File: src/rtl/mem_store_unit.sv
// Store unit: narrows a register value onto a 32-bit little-endian write port with byte enables.
// Define STORE_SPLIT_EN to turn misaligned SH/SW into one or two aligned word writes.
module mem_store_unit (
    input  logic        clk,
    input  logic        rstn,
    input  logic        st_valid,
    output logic        st_ready,
    input  logic [31:0] st_addr,
    input  logic [31:0] st_data,
    input  logic [1:0]  st_size,
    output logic        mem_req,
    input  logic        mem_gnt,
    output logic [31:0] mem_addr,
    output logic [31:0] mem_wdata,
    output logic [3:0]  mem_be,
    output logic        st_done,
    output logic        addr_err,
    output logic [31:0] err_addr
);

`ifdef STORE_SPLIT_EN
    typedef enum logic [1:0] {StIdle, StReqLo, StReqHi, StDone} state_e;
`else
    typedef enum logic [1:0] {StIdle, StReqLo, StDone} state_e;
`endif

    state_e      state_q, state_d;
    logic [31:0] mem_addr_q, mem_addr_d;
    logic [31:0] mem_wdata_q, mem_wdata_d;
    logic [3:0]  mem_be_q, mem_be_d;
    logic        addr_err_q, addr_err_d;
    logic [31:0] err_addr_q, err_addr_d;

    logic [1:0]  off;
    logic        misaligned;
    logic        st_err;
    logic [31:0] lane_wdata;
    logic [3:0]  lane_be;

`ifdef STORE_SPLIT_EN
    logic [3:0]  size_mask;
    logic [63:0] data64;
    logic [7:0]  be64;
    logic        need_hi_q, need_hi_d;
    logic [31:0] hi_addr_q, hi_addr_d;
    logic [31:0] hi_wdata_q, hi_wdata_d;
    logic [3:0]  hi_be_q, hi_be_d;
`endif

    assign off        = st_addr[1:0];
    assign misaligned = ((st_size == 2'b01) && off[0]) || ((st_size == 2'b10) && (off != 2'b00));

    // Lane placement for the first (or only) word write.
    always_comb begin
        lane_wdata = st_data;
        lane_be    = 4'b1111;
        unique case (st_size)
            2'b00: begin
                lane_wdata = {4{st_data[7:0]}};
                lane_be    = 4'b0001 << off;
            end
            2'b01: begin
                lane_wdata = {2{st_data[15:0]}};
                lane_be    = off[1] ? 4'b1100 : 4'b0011;
            end
            default: begin
                lane_wdata = st_data;
                lane_be    = 4'b1111;
            end
        endcase
`ifdef STORE_SPLIT_EN
        size_mask = (st_size == 2'b01) ? 4'b0011 : 4'b1111;
        data64    = {32'b0, st_data} << {off, 3'b000};
        be64      = {4'b0000, size_mask} << off;
        if (misaligned) begin
            lane_wdata = data64[31:0];
            lane_be    = be64[3:0];
        end
        st_err = (st_size == 2'b11);
`else
        st_err = (st_size == 2'b11) || misaligned;
`endif
    end

    always_comb begin
        state_d     = state_q;
        mem_addr_d  = mem_addr_q;
        mem_wdata_d = mem_wdata_q;
        mem_be_d    = mem_be_q;
        addr_err_d  = 1'b0;
        err_addr_d  = err_addr_q;
`ifdef STORE_SPLIT_EN
        need_hi_d   = need_hi_q;
        hi_addr_d   = hi_addr_q;
        hi_wdata_d  = hi_wdata_q;
        hi_be_d     = hi_be_q;
`endif
        unique case (state_q)
            StIdle: begin
                if (st_valid) begin
                    if (st_err) begin
                        addr_err_d = 1'b1;
                        err_addr_d = st_addr;
                    end else begin
                        state_d     = StReqLo;
                        mem_addr_d  = {st_addr[31:2], 2'b00};
                        mem_wdata_d = lane_wdata;
                        mem_be_d    = lane_be;
`ifdef STORE_SPLIT_EN
                        need_hi_d   = misaligned && (be64[7:4] != 4'b0000);
                        hi_addr_d   = {st_addr[31:2], 2'b00} + 32'd4;
                        hi_wdata_d  = data64[63:32];
                        hi_be_d     = be64[7:4];
`endif
                    end
                end
            end
            StReqLo: begin
                if (mem_gnt) begin
`ifdef STORE_SPLIT_EN
                    if (need_hi_q) begin
                        state_d     = StReqHi;
                        mem_addr_d  = hi_addr_q;
                        mem_wdata_d = hi_wdata_q;
                        mem_be_d    = hi_be_q;
                    end else begin
                        state_d = StDone;
                    end
`else
                    state_d = StDone;
`endif
                end
            end
`ifdef STORE_SPLIT_EN
            StReqHi: begin
                if (mem_gnt) begin
                    state_d = StDone;
                end
            end
`endif
            StDone:  state_d = StIdle;
            default: state_d = StIdle;
        endcase
    end

    always_ff @(posedge clk) begin
        if (!rstn) begin
            state_q     <= StIdle;
            mem_addr_q  <= 32'h0;
            mem_wdata_q <= 32'h0;
            mem_be_q    <= 4'h0;
            addr_err_q  <= 1'b0;
            err_addr_q  <= 32'h0;
`ifdef STORE_SPLIT_EN
            need_hi_q   <= 1'b0;
            hi_addr_q   <= 32'h0;
            hi_wdata_q  <= 32'h0;
            hi_be_q     <= 4'h0;
`endif
        end else begin
            state_q     <= state_d;
            mem_addr_q  <= mem_addr_d;
            mem_wdata_q <= mem_wdata_d;
            mem_be_q    <= mem_be_d;
            addr_err_q  <= addr_err_d;
            err_addr_q  <= err_addr_d;
`ifdef STORE_SPLIT_EN
            need_hi_q   <= need_hi_d;
            hi_addr_q   <= hi_addr_d;
            hi_wdata_q  <= hi_wdata_d;
            hi_be_q     <= hi_be_d;
`endif
        end
    end

    assign st_ready  = (state_q == StIdle);
`ifdef STORE_SPLIT_EN
    assign mem_req   = (state_q == StReqLo) || (state_q == StReqHi);
`else
    assign mem_req   = (state_q == StReqLo);
`endif
    assign st_done   = (state_q == StDone);
    assign mem_addr  = mem_addr_q;
    assign mem_wdata = mem_wdata_q;
    assign mem_be    = mem_be_q;
    assign addr_err  = addr_err_q;
    assign err_addr  = err_addr_q;

endmodule

File: config.mk
export PLATFORM = sky130hd
export DESIGN_NAME = mem_store_unit
export DESIGN_NICKNAME = d
export VERILOG_FILES = /design/src/rtl/mem_store_unit.sv
export SDC_FILE = /design/constraint.sdc
export NUM_CORES = 1
export LEC_CHECK = 0
export CORE_ASPECT_RATIO = 0.7
export CORE_MARGIN = 3
export CORE_UTILIZATION = 42
export DETAILED_ROUTE_END_ITERATION = 16
export HOLD_SLACK_MARGIN = 0.1
export PLACE_DENSITY = 0.82
export SLEW_MARGIN = 20
export SYNTH_ARGS = -nofsm -noshare
export SYNTH_HDL_FRONTEND = slang
export SYNTH_SLANG_ARGS = --single-unit
File: constraint.sdc
create_clock -name clk -period 1.6 [get_ports clk]
set_clock_uncertainty 0.05 [all_clocks]
set_input_delay 0.24 -clock clk [delete_from_list [all_inputs] [get_ports clk]]
set_output_delay 0.24 -clock clk [all_outputs]
set_load 0.01 [all_outputs]
==> results of run 1 <==
[repair_timing]
| action | CTS | global route |
|---|---|---|
| gates cloned | 1 | 7 |
| resized for setup | 8 | 19 |
| buffers inserted | 0 | 7 |
| pin swaps | 2 | 2 |
| setup endpoints to repair | 70 | 95 |
[worst min path at each step]
stage                 from      endpoint  slack, ns  cells past startpoint
2_1_floorplan  st_addr[10]  mem_addr[10]       0.32                      2
5_1_grt               rstn   err_addr[6]       0.36                      4
3_5_place_dp   err_addr[7]   err_addr[7]       0.40                      2
3_3_place_gp   err_addr[7]   err_addr[7]       0.39                      2
4_1_cts               rstn   err_addr[6]       0.34                      4
6_report              rstn   err_addr[3]       0.35                      4
[layout by cell type (no fill, tap or decap), types with 2 or more instances in the layout]
master	Yosys	layout
sky130_fd_sc_hd__clkdlybuf4s50_1	0	163
sky130_fd_sc_hd__a211oi_1	10	9
sky130_fd_sc_hd__dfxtp_2	0	2
sky130_fd_sc_hd__conb_1	1	2
sky130_fd_sc_hd__nor2_1	24	24
sky130_fd_sc_hd__inv_1	3	3
sky130_fd_sc_hd__o21ai_1	29	30
sky130_fd_sc_hd__dlygate4sd2_1	0	2
sky130_fd_sc_hd__nand3_1	69	69
sky130_fd_sc_hd__a311oi_1	10	10
sky130_fd_sc_hd__inv_6	0	4
sky130_fd_sc_hd__mux2i_1	16	16
sky130_fd_sc_hd__dfxtp_1	101	99
sky130_fd_sc_hd__nand2_1	93	93
sky130_fd_sc_hd__clkbuf_16	0	15
sky130_fd_sc_hd__a21oi_1	4	3
sky130_fd_sc_hd__dlymetal6s2s_1	0	4
sky130_fd_sc_hd__o21ai_0	58	56
sky130_fd_sc_hd__buf_4	7	23
sky130_fd_sc_hd__buf_12	0	9
sky130_fd_sc_hd__o21a_4	0	2
sky130_fd_sc_hd__o2111ai_1	8	8
[cells in the mapped netlist, types with 3 or more instances]
library cell / n / area share, %
sky130_fd_sc_hd__clkbuf_1: 19 / 1.8
sky130_fd_sc_hd__inv_1: 3 / 0.28
sky130_fd_sc_hd__nand2_1: 93 / 8.6
sky130_fd_sc_hd__a211oi_1: 10 / 1.9
sky130_fd_sc_hd__o2111ai_1: 8 / 1.7
sky130_fd_sc_hd__o21ai_0: 58 / 7.2
sky130_fd_sc_hd__nor2_1: 24 / 2.2
sky130_fd_sc_hd__o21ai_1: 29 / 3.6
sky130_fd_sc_hd__dfxtp_1: 101 / 50
sky130_fd_sc_hd__mux2i_1: 16 / 4.0
sky130_fd_sc_hd__buf_6: 10 / 2.8
sky130_fd_sc_hd__buf_1: 8 / 0.74
sky130_fd_sc_hd__nand3_1: 69 / 8.5
sky130_fd_sc_hd__buf_2: 4 / 0.49
sky130_fd_sc_hd__a21oi_1: 4 / 0.49
sky130_fd_sc_hd__buf_4: 7 / 1.3
sky130_fd_sc_hd__a311oi_1: 10 / 2.2
[worst min-delay path, stage by stage]
cell and delay (ns):
sky130_fd_sc_hd__buf_4 0.14, sky130_fd_sc_hd__buf_12 0.18, sky130_fd_sc_hd__nand2_1 0.09, sky130_fd_sc_hd__o21ai_1 0.05
[power breakdown]
part	total, mW	internal [mW]	leakage [nW]	switching (mW)
combinational	1.27	0.690	1.48	0.580
sequential	2.76	2.67	0.827	0.0874
clock	2.08	1.08	0.137	0.999
total	6.11	4.44	2.45	1.67
[cell type report]
type / count / area [µm²] / share of cell area (%)
inverters: 4 / 15.0 / 0.231
clock inverters: 7 / 56.3 / 0.865
flip-flops and latches: 101 / 2020 / 31.1
multi-input cells: 334 / 1790 / 27.5
repair buffers: 210 / 2250 / 34.5
well taps: 124 / 155 / 2.38
clock buffers: 9 / 225 / 3.46
[stage by stage]
| stage | setup TNS (ns) | hold WS (ns) | instances |
|---|---|---|---|
| floorplan | 0 | 0.320 | 486 |
| global placement | -27.41 | 0.392 | 758 |
| detailed placement | -36.59 | 0.399 | 758 |
| CTS | -0.00234 | 0.337 | 775 |
| global route | -0.0260 | 0.359 | 789 |
| finish | 0 | 0.352 | 789 |
[state kept, by name, indices dropped and copies added, names as in the netlist]
name and cells:
err_addr 32, addr_err 1, mem_addr 30, state_q 2
mem_wdata 32, mem_be 4
[kinds of logic after synthesis]
family	Yosys count	share of synthesized area (%)
AOI/OAI and AO/OA	121	17.7
and+or+nand+nor	194	20.9
muxes	16	3.95
other	1	0.0926
buffers and inverters	52	7.45
DFF	101	49.9
[routing by layer]
metal | wire [µm] | vias up | track usage, % | part of all wire [%]
li1 | - | 2041 | - | -
met1 | 5660 | 1976 | 29.2 | 43
met2 | 6220 | 180 | 35.1 | 47
met3 | 1080 | 22 | 7.17 | 8.2
met4 | 268 | 0 | 7.44 | 2.0
met5 | 0 | - | 0 | 0
==> run summary, run 1 <==
========================================================================================
Result of the run                                                           finished clean
Worst-skew pair later-pin latency                                                0.34 ns
Design Power                                                                     6.11 mW
Final count of hold timing violations                                                  0
Routed Wire Length                                                               13.2 mm
Reg-to-reg setup timing slack                                                    0.05 ns
Row Count                                                                             29
HPWL reported at the end of detailed placement                                   8.67 mm
Max Fclk                                                                         635 MHz
Final critical-path required period                                              1.58 ns
Antenna cell count                                                                     0
Data required time of the critical path                                          1.31 ns
Number of flops mapped to enable cells by yosys                                        0
Slowest library cell on the worst path                                      sky130_fd_sc_hd__clkdlybuf4s50_1
Layout Utilization                                                                 70.6%
DP Worst Slack                                                                 -0.448 ns
Width of the die                                                                  123 µm
Die Y                                                                            88.2 µm
End of the worst register-to-register path                                  err_addr[30]
CP Max Fanout                                                                          2
Cell family contributing the most delay on the critical path                buffers and inverters
Number of antenna violations at the first check in global routing                      0
Maximum buffer depth of the clock tree                                                 2
Register area share after synthesis                                                49.9%
Hold bufs inserted after CTS                                                           0
I/O Pins                                                                             174
Avg Synthesized Cell Area                                                       8.35 µm²
Syn. warnings                                                                          0
Overall routing resource usage                                                     22.3%
Number of search-and-repair iterations in the first detailed-routing pass              5
Starting Density                                                                   43.9%
Crit. End Element                                                             output pin
Slowest cell delay on critical path                                              0.57 ns
Synthesis-to-layout area growth                                                    60.7%
IR drop worst, VDD                                                            0.000777 V
Initial detailed-routing violation count                                             295
Number of sinks on the clock net                                                     101
Wire length of the first global-routing pass                                     19.2 mm
CTS tree                                                                             yes
Number of clock buffers inserted by TritonCTS                                          9
Primary flip-flop cell chosen by synthesis mapping                          sky130_fd_sc_hd__dfxtp_1
Full die area                                                                  10900 µm²
Number of storage elements in the synthesis netlist                                  101
Critical path buffers and inverters                                                    1
Clock root cell                                                             sky130_fd_sc_hd__clkbuf_16
Crit. Startpoint                                                               mem_be[1]
Max-cap viol count                                                                     0
Register clock-pin slew on the reported worst setup and hold paths               0.07 ns
Total placed instance area                                                      5930 µm²
Gp weighted congestion                                                             0.834
Largest net degree at the start of global routing                                     76
Number of global-route vias before repair                                           3761
H-tree depth reported by CTS                                                           3
Final standard cell area without fillers                                        6510 µm²
Share of synthesized flip-flops with an asynchronous set or reset                     0%
Port-buffer cells                                                                    171
Mapped Area                                                                     4050 µm²
Number of nets in the final layout                                                   730
Post-route ant nets                                                                    0
Remaining global-route overflow                                                        0
Period Utilization, post-route                                                     98.5%
Slew Viols, Final                                                                      0
Power per Cell Area                                                           938 nW/µm²
Leakage power                                                                    2.45 nW
Logic depth of the worst path, buffers included                                        1
Area of the placeable core                                                      9220 µm²
Worst reg2reg path startpoint                                                 state_q[1]
Via-to-Cell Ratio                                                                   5.35
Number of endpoints failing setup at the final stage                                   0
Startpoint type of the worst setup path                                             flop
Worst reg2reg path depth                                                               5
Wire per inst                                                                    16.8 µm
Number of remaining DRC errors                                                         0
Critical path, cell by cell                                                 clkdlybuf4s50_1
Number of instances in the synthesized netlist                                       485
Number of different library cells in the post-synthesis netlist                       28
Layout fillers                                                                       676
Last element of the critical path                                              mem_be[1]
Crit Path Class                                                             flop to output pin
Class of the most critical hold timing path                                 input pin to flop
Via total after detailed routing                                                    4219
Final Worst Setup Slack                                                        0.0245 ns
Arrival time of data at the critical path endpoint                               1.29 ns
Layout cells sized above 1                                                         10.5%
========================================================================================
Power figures use the tool's default switching activity.
==> inputs of run 2 (changes only) <==
REMOVE_ABC_BUFFERS = 1   (was not set)
==> run summary, run 2 (same netlist as run 1, synthesis figures left out) <==
========================================================================================
Data required time of the critical path                                          1.77 ns
Critical path, cell by cell                                                 clkdlybuf4s50_1 > nor3b_2 > or3b_4 > clkbuf_16 > nand3_1 > o21ai_1
Number of endpoints failing setup at the final stage                                   1
Net switching power                                                              1.57 mW
Cell family contributing the most delay on the critical path                simple AND/OR/NAND/NOR gates
Class of the most critical hold timing path                                 input pin to flop
H-tree depth reported by CTS                                                           3
Crit. End Element                                                                   flop
Number of nets in the final layout                                                   720
Full die area                                                                  10900 µm²
Number of search-and-repair iterations in the first detailed-routing pass              4
HPWL reported at the end of detailed placement                                   8.14 mm
Number of clock buffers inserted by TritonCTS                                          9
Starting Density                                                                   43.9%
Routed Wire Length                                                               12.2 mm
Slowest cell delay on critical path                                              0.51 ns
Placed cells                                                                         758
Number of antenna violations at the first check in global routing                      0
IR drop worst, VDD                                                            0.000647 V
Width of the die                                                                  123 µm
Number of sinks on the clock net                                                     101
Slew Viols, Final                                                                      0
Hold bufs inserted after CTS                                                           0
Maximum buffer depth of the clock tree                                                 2
Via-to-Cell Ratio                                                                   5.26
Power per Cell Area                                                           977 nW/µm²
Post-route ant nets                                                                    0
Crit Path Class                                                             input pin to flop
Leakage power                                                                    2.42 nW
Remaining global-route overflow                                                        0
DP Worst Slack                                                                 -0.466 ns
Critical path buffers and inverters                                                    2
Layout cells sized above 1                                                         10.1%
Max-cap viol count                                                                     0
Number of remaining DRC errors                                                         0
CP Max Fanout                                                                          8
Failing checks                                                              negative setup slack
Row Count                                                                             29
Slowest library cell on the worst path                                      sky130_fd_sc_hd__or3b_4
Die Y                                                                            88.2 µm
Result of the run                                                           finished, violations left
Max Fclk                                                                         623 MHz
Wire length of the first global-routing pass                                     18.7 mm
CTS tree                                                                             yes
Arrival time of data at the critical path endpoint                               1.78 ns
Layout fillers                                                                       739
Register clock-pin slew on the reported worst setup and hold paths               0.07 ns
Synthesis-to-layout area growth                                                    58.2%
Clock network power share                                                          36.9%
RSZ-0062 raised after global routing                                                 yes
I/O Pins                                                                             174
Most frequent standard cell in the layout excluding fill and tap cells      sky130_fd_sc_hd__clkdlybuf4s50_1
Wire per inst                                                                    15.7 µm
Worst-skew pair later-pin latency                                                0.33 ns
Period Utilization, post-route                                                      100%
Gp weighted congestion                                                             0.747
Design Power                                                                     6.26 mW
Most used cells in the layout excluding fill and tap cells                  sky130_fd_sc_hd__clkdlybuf4s50_1 (161), sky130_fd_sc_hd__dfxtp_1 (100), sky130_fd_sc_hd__nand2_1 (93)
Internal Dissipation                                                             4.69 mW
Startpoint type of the worst setup path                                        input pin
Via total after detailed routing                                                    4094
Final critical-path required period                                              1.61 ns
Overall routing resource usage                                                     21.4%
Sequential power share                                                             44.1%
Area of the placeable core                                                      9220 µm²
Final Worst Setup Slack                                                      -0.00582 ns
Initial detailed-routing violation count                                             236
Clock root cell                                                             sky130_fd_sc_hd__clkbuf_16
Port-buffer cells                                                                    171
Total setup buffers inserted after CTS                                                 0
Antenna cell count                                                                     0
Largest net degree at the start of global routing                                     88
Layout Utilization                                                                 69.5%
Post-Layout Cell Count                                                               779
Share of total power consumed by net switching                                     25.1%
Number of global-route vias before repair                                           3832
Final count of hold timing violations                                                  0
Combinational group share of total power                                           19.0%
========================================================================================
## run 2: changes by cell type in the layout (fill, tap and decap cells not counted), sizes merged
cell	previous run	this run
clkbuf	16	13
bufbuf	0	1
o21a	2	1
inv	7	4
bufinv	0	2
clkdlybuf4s50	163	161
dlygate4sd2	2	4
buf	34	28
## run 2: area by class of cell
type / instances / area (µm²) / area share [%]
multi-input cells: 333 / 1800 / 28.1
repair buffers: 201 / 2100 / 32.7
well taps: 124 / 155 / 2.42
clock inverters: 6 / 86.3 / 1.35
flip-flops and latches: 101 / 2020 / 31.6
inverters: 4 / 15.0 / 0.234
clock buffers: 10 / 229 / 3.57
## run 2: worst paths after layout
path	from	to	slack, ns	cells past startpoint
min	rstn	err_addr[21]	0.25	3
min reg2reg	mem_wdata[24]	mem_wdata[24]	0.40	2
max reg2reg	state_q[1]	err_addr[10]	0.01	5
max	st_valid	err_addr[10]	-0.006	6
## run 2: per-stage QoR
| stage | instance area, µm² | TNS [ns] | hold slack, ns |
|---|---|---|---|
| 6_report | 6410 | -0.00582 | 0.247 |
| 3_5_place_dp | 5890 | -33.35 | 0.400 |
| 2_1_floorplan | 3770 | -110.17 | 0.320 |
| 4_1_cts | 6290 | -0.0237 | 0.229 |
| 5_1_grt | 6410 | -0.251 | 0.254 |
| 3_3_place_gp | 5890 | -29.71 | 0.392 |
## run 2: power groups by stage
stage | clock [mW] | sequential (mW) | combinational [mW]
floorplan | 0 | 2.88 | 0.295
global placement | 0 | 2.81 | 1.08
detailed placement | 0 | 2.82 | 1.10
CTS | 2.37 | 2.76 | 1.15
global route | 2.47 | 2.78 | 1.28
finish | 2.31 | 2.76 | 1.19
## run 2: worst reg2reg max path, cell delays in order (launching register included)
cell	delay [ns]
sky130_fd_sc_hd__dfxtp_2	0.32
sky130_fd_sc_hd__nor3b_2	0.22
sky130_fd_sc_hd__or3b_4	0.51
sky130_fd_sc_hd__clkbuf_16	0.21
sky130_fd_sc_hd__nand3_1	0.09
sky130_fd_sc_hd__o21ai_1	0.08
## run 2: routing by layer
layer	vias to the layer above	global-route usage (%)	part of all wire, %
li1	2003	-	-
met1	1938	27.4	43
met2	139	34.5	47
met3	14	7.75	8.3
met4	0	5.83	1.1
met5	-	0	0
## run 2: what timing repair did
action / CTS / global route
gates resized for setup: 11 / 20
pin swaps: 3 / 4
cloned: 2 / 3
endpoints found under the setup margin: 63 / 40
==> inputs of run 3 (changes only) <==
ABC_AREA = 0   (was not set)
==> results of run 3 <==
Final layout, timing and power as in run 2 (identical DEF).
==> RTL change, RTL diff (flow settings as in run 3) <==
The 3 states of `state_e` get a one-hot encoding in 3 bits.
--- a/src/rtl/mem_store_unit.sv
+++ b/src/rtl/mem_store_unit.sv
@@ -21,7 +21,7 @@
 `ifdef STORE_SPLIT_EN
     typedef enum logic [1:0] {StIdle, StReqLo, StReqHi, StDone} state_e;
 `else
-    typedef enum logic [1:0] {StIdle, StReqLo, StDone} state_e;
+    typedef enum logic [2:0] {StIdle = 3'b001, StReqLo = 3'b010, StDone = 3'b100} state_e;
 `endif
 
     state_e      state_q, state_d;
Formal check against the unedited RTL: no difference found for any inputs over 4 cycles, from zero or initial values and one cycle with rstn low; so few cycles prove little.
==> RTL change against run 3 <==
  * The run still ends with negative setup slack left
  * Count of clock-buffer cells in the layout grew 2
  * Register-to-register slack worse by 0.02 ns
  * Sequential share of layout area up 0.57 points
  * Total power grew 1.2%
  * Sequential cell count up 1
  * Area after synthesis fell by 3.8%
  * Cell area down 0.80%
  * First-iteration DRC count is 9.7% higher
  * Wire length is 0.23% higher
  * Worst setup slack worse by 0.0015 ns
  * Cell count is 3.9% lower
  * Critical path type is now register to register
==> RTL change: results (changes against run 3) <==
\begin{tabular}{lr}
\hline
Metric & Value \\
\hline
\multicolumn{2}{l}{\textbf{Final layout}} \\
\quad Cell area after layout & 0.00636 sq mm (-0.80\%) \\
\quad Combined area of the multi-input logic cells & 0.00173 sq mm (-4.2\%) \\
\quad Layout buffering overhead excluding clock cells & 0.331 (+0.00343) \\
\quad Non-CTS buffers & 203 (+1.0\%) \\
\quad Layout net count & 695 (-3.5\%) \\
\quad Number of clock buffer instances in the layout & 12 (+2) \\
\quad Number of non-clock inverters & 3 (-1) \\
\quad Layout cell share with drive strength beyond 1 & 0.118 (+0.0169) \\
\multicolumn{2}{l}{\textbf{GRT}} \\
\quad Largest net degree at the start of global routing & 47 (-47\%) \\
\quad Wire length of the first global-routing pass & 19300 microns (+3.6\%) \\
\quad Total Routing Usage GR & 0.232 (+0.0178) \\
\multicolumn{2}{l}{\textbf{Run status}} \\
\quad Run status & finished, violations left \\
\quad Failing checks & negative setup slack \\
\multicolumn{2}{l}{\textbf{Pwr}} \\
\quad Total power & 6330 uW (+1.2\%) \\
\quad LEAKAGE & 0.00238 uW (-1.3\%) \\
\quad Maximum vdd drop & 592 uV (-8.5\%) \\
\quad Net switching fraction of the power & 0.245 (-0.00672) \\
\multicolumn{2}{l}{\textbf{Placed design}} \\
\quad Worst Setup Slack post-DPL & -0.448 ns (+0.0177 ns) \\
\quad DPL Wire Length & 8600 microns (+5.7\%) \\
\multicolumn{2}{l}{\textbf{Timing}} \\
\quad Endpoints failing setup & 4 (+3) \\
\quad Worst path setup slack after routing & -0.00734 ns (-0.00152 ns) \\
\quad Tightest hold margin & 0.280 ns (+0.0329 ns) \\
\quad Sum of negative setup slack & -0.0190 ns (-0.0132 ns) \\
\multicolumn{2}{l}{\textbf{Logic synthesis}} \\
\quad Unique cell type count in the Yosys netlist & 27 (-3.6\%) \\
\multicolumn{2}{l}{\textbf{Drt}} \\
\quad Avg WL per Cell & 16.4 microns (+4.2\%) \\
\quad Vias post-DR & 3955 (-3.4\%) \\
\multicolumn{2}{l}{\textbf{Hold path}} \\
\quad Hold Crit Endpoint & err\_addr[30]\$\_SDFFE\_PN0P\_ \\
\multicolumn{2}{l}{\textbf{CTS}} \\
\quad Resized Gates After CTS & 13 (+2) \\
\multicolumn{2}{l}{\textbf{Setup path}} \\
\quad WS Path Type & register to register \\
\quad Critical path endpoint & err\_addr[19]\$\_SDFFE\_PN0P\_ \\
\hline
\end{tabular}
-- RTL change: cell types whose count changed in the layout (fill, tap and decap cells not counted), moves of 3 or more --
| cell | change |
|---|---|
| sky130_fd_sc_hd__nand3_1 | -6 |
| sky130_fd_sc_hd__a21oi_1 | +15 |
| sky130_fd_sc_hd__o211ai_1 | +7 |
| sky130_fd_sc_hd__o21ai_0 | -16 |
| sky130_fd_sc_hd__nand2_1 | -21 |
| sky130_fd_sc_hd__o21ai_2 | +3 |
| sky130_fd_sc_hd__a211oi_2 | +3 |
| sky130_fd_sc_hd__buf_12 | +3 |
| sky130_fd_sc_hd__o2111ai_1 | -8 |
| sky130_fd_sc_hd__a211oi_1 | -3 |
-- RTL change: routing by layer --
| metal | track usage | vias up | share of wire |
|---|---|---|---|
| li1 | - | 1917 | - |
| met1 | 0.291 | 1881 | 0.44 |
| met2 | 0.379 | 142 | 0.47 |
| met3 | 0.0841 | 15 | 0.079 |
| met4 | 0.0669 | 0 | 0.013 |
| met5 | 0 | - | 0 |
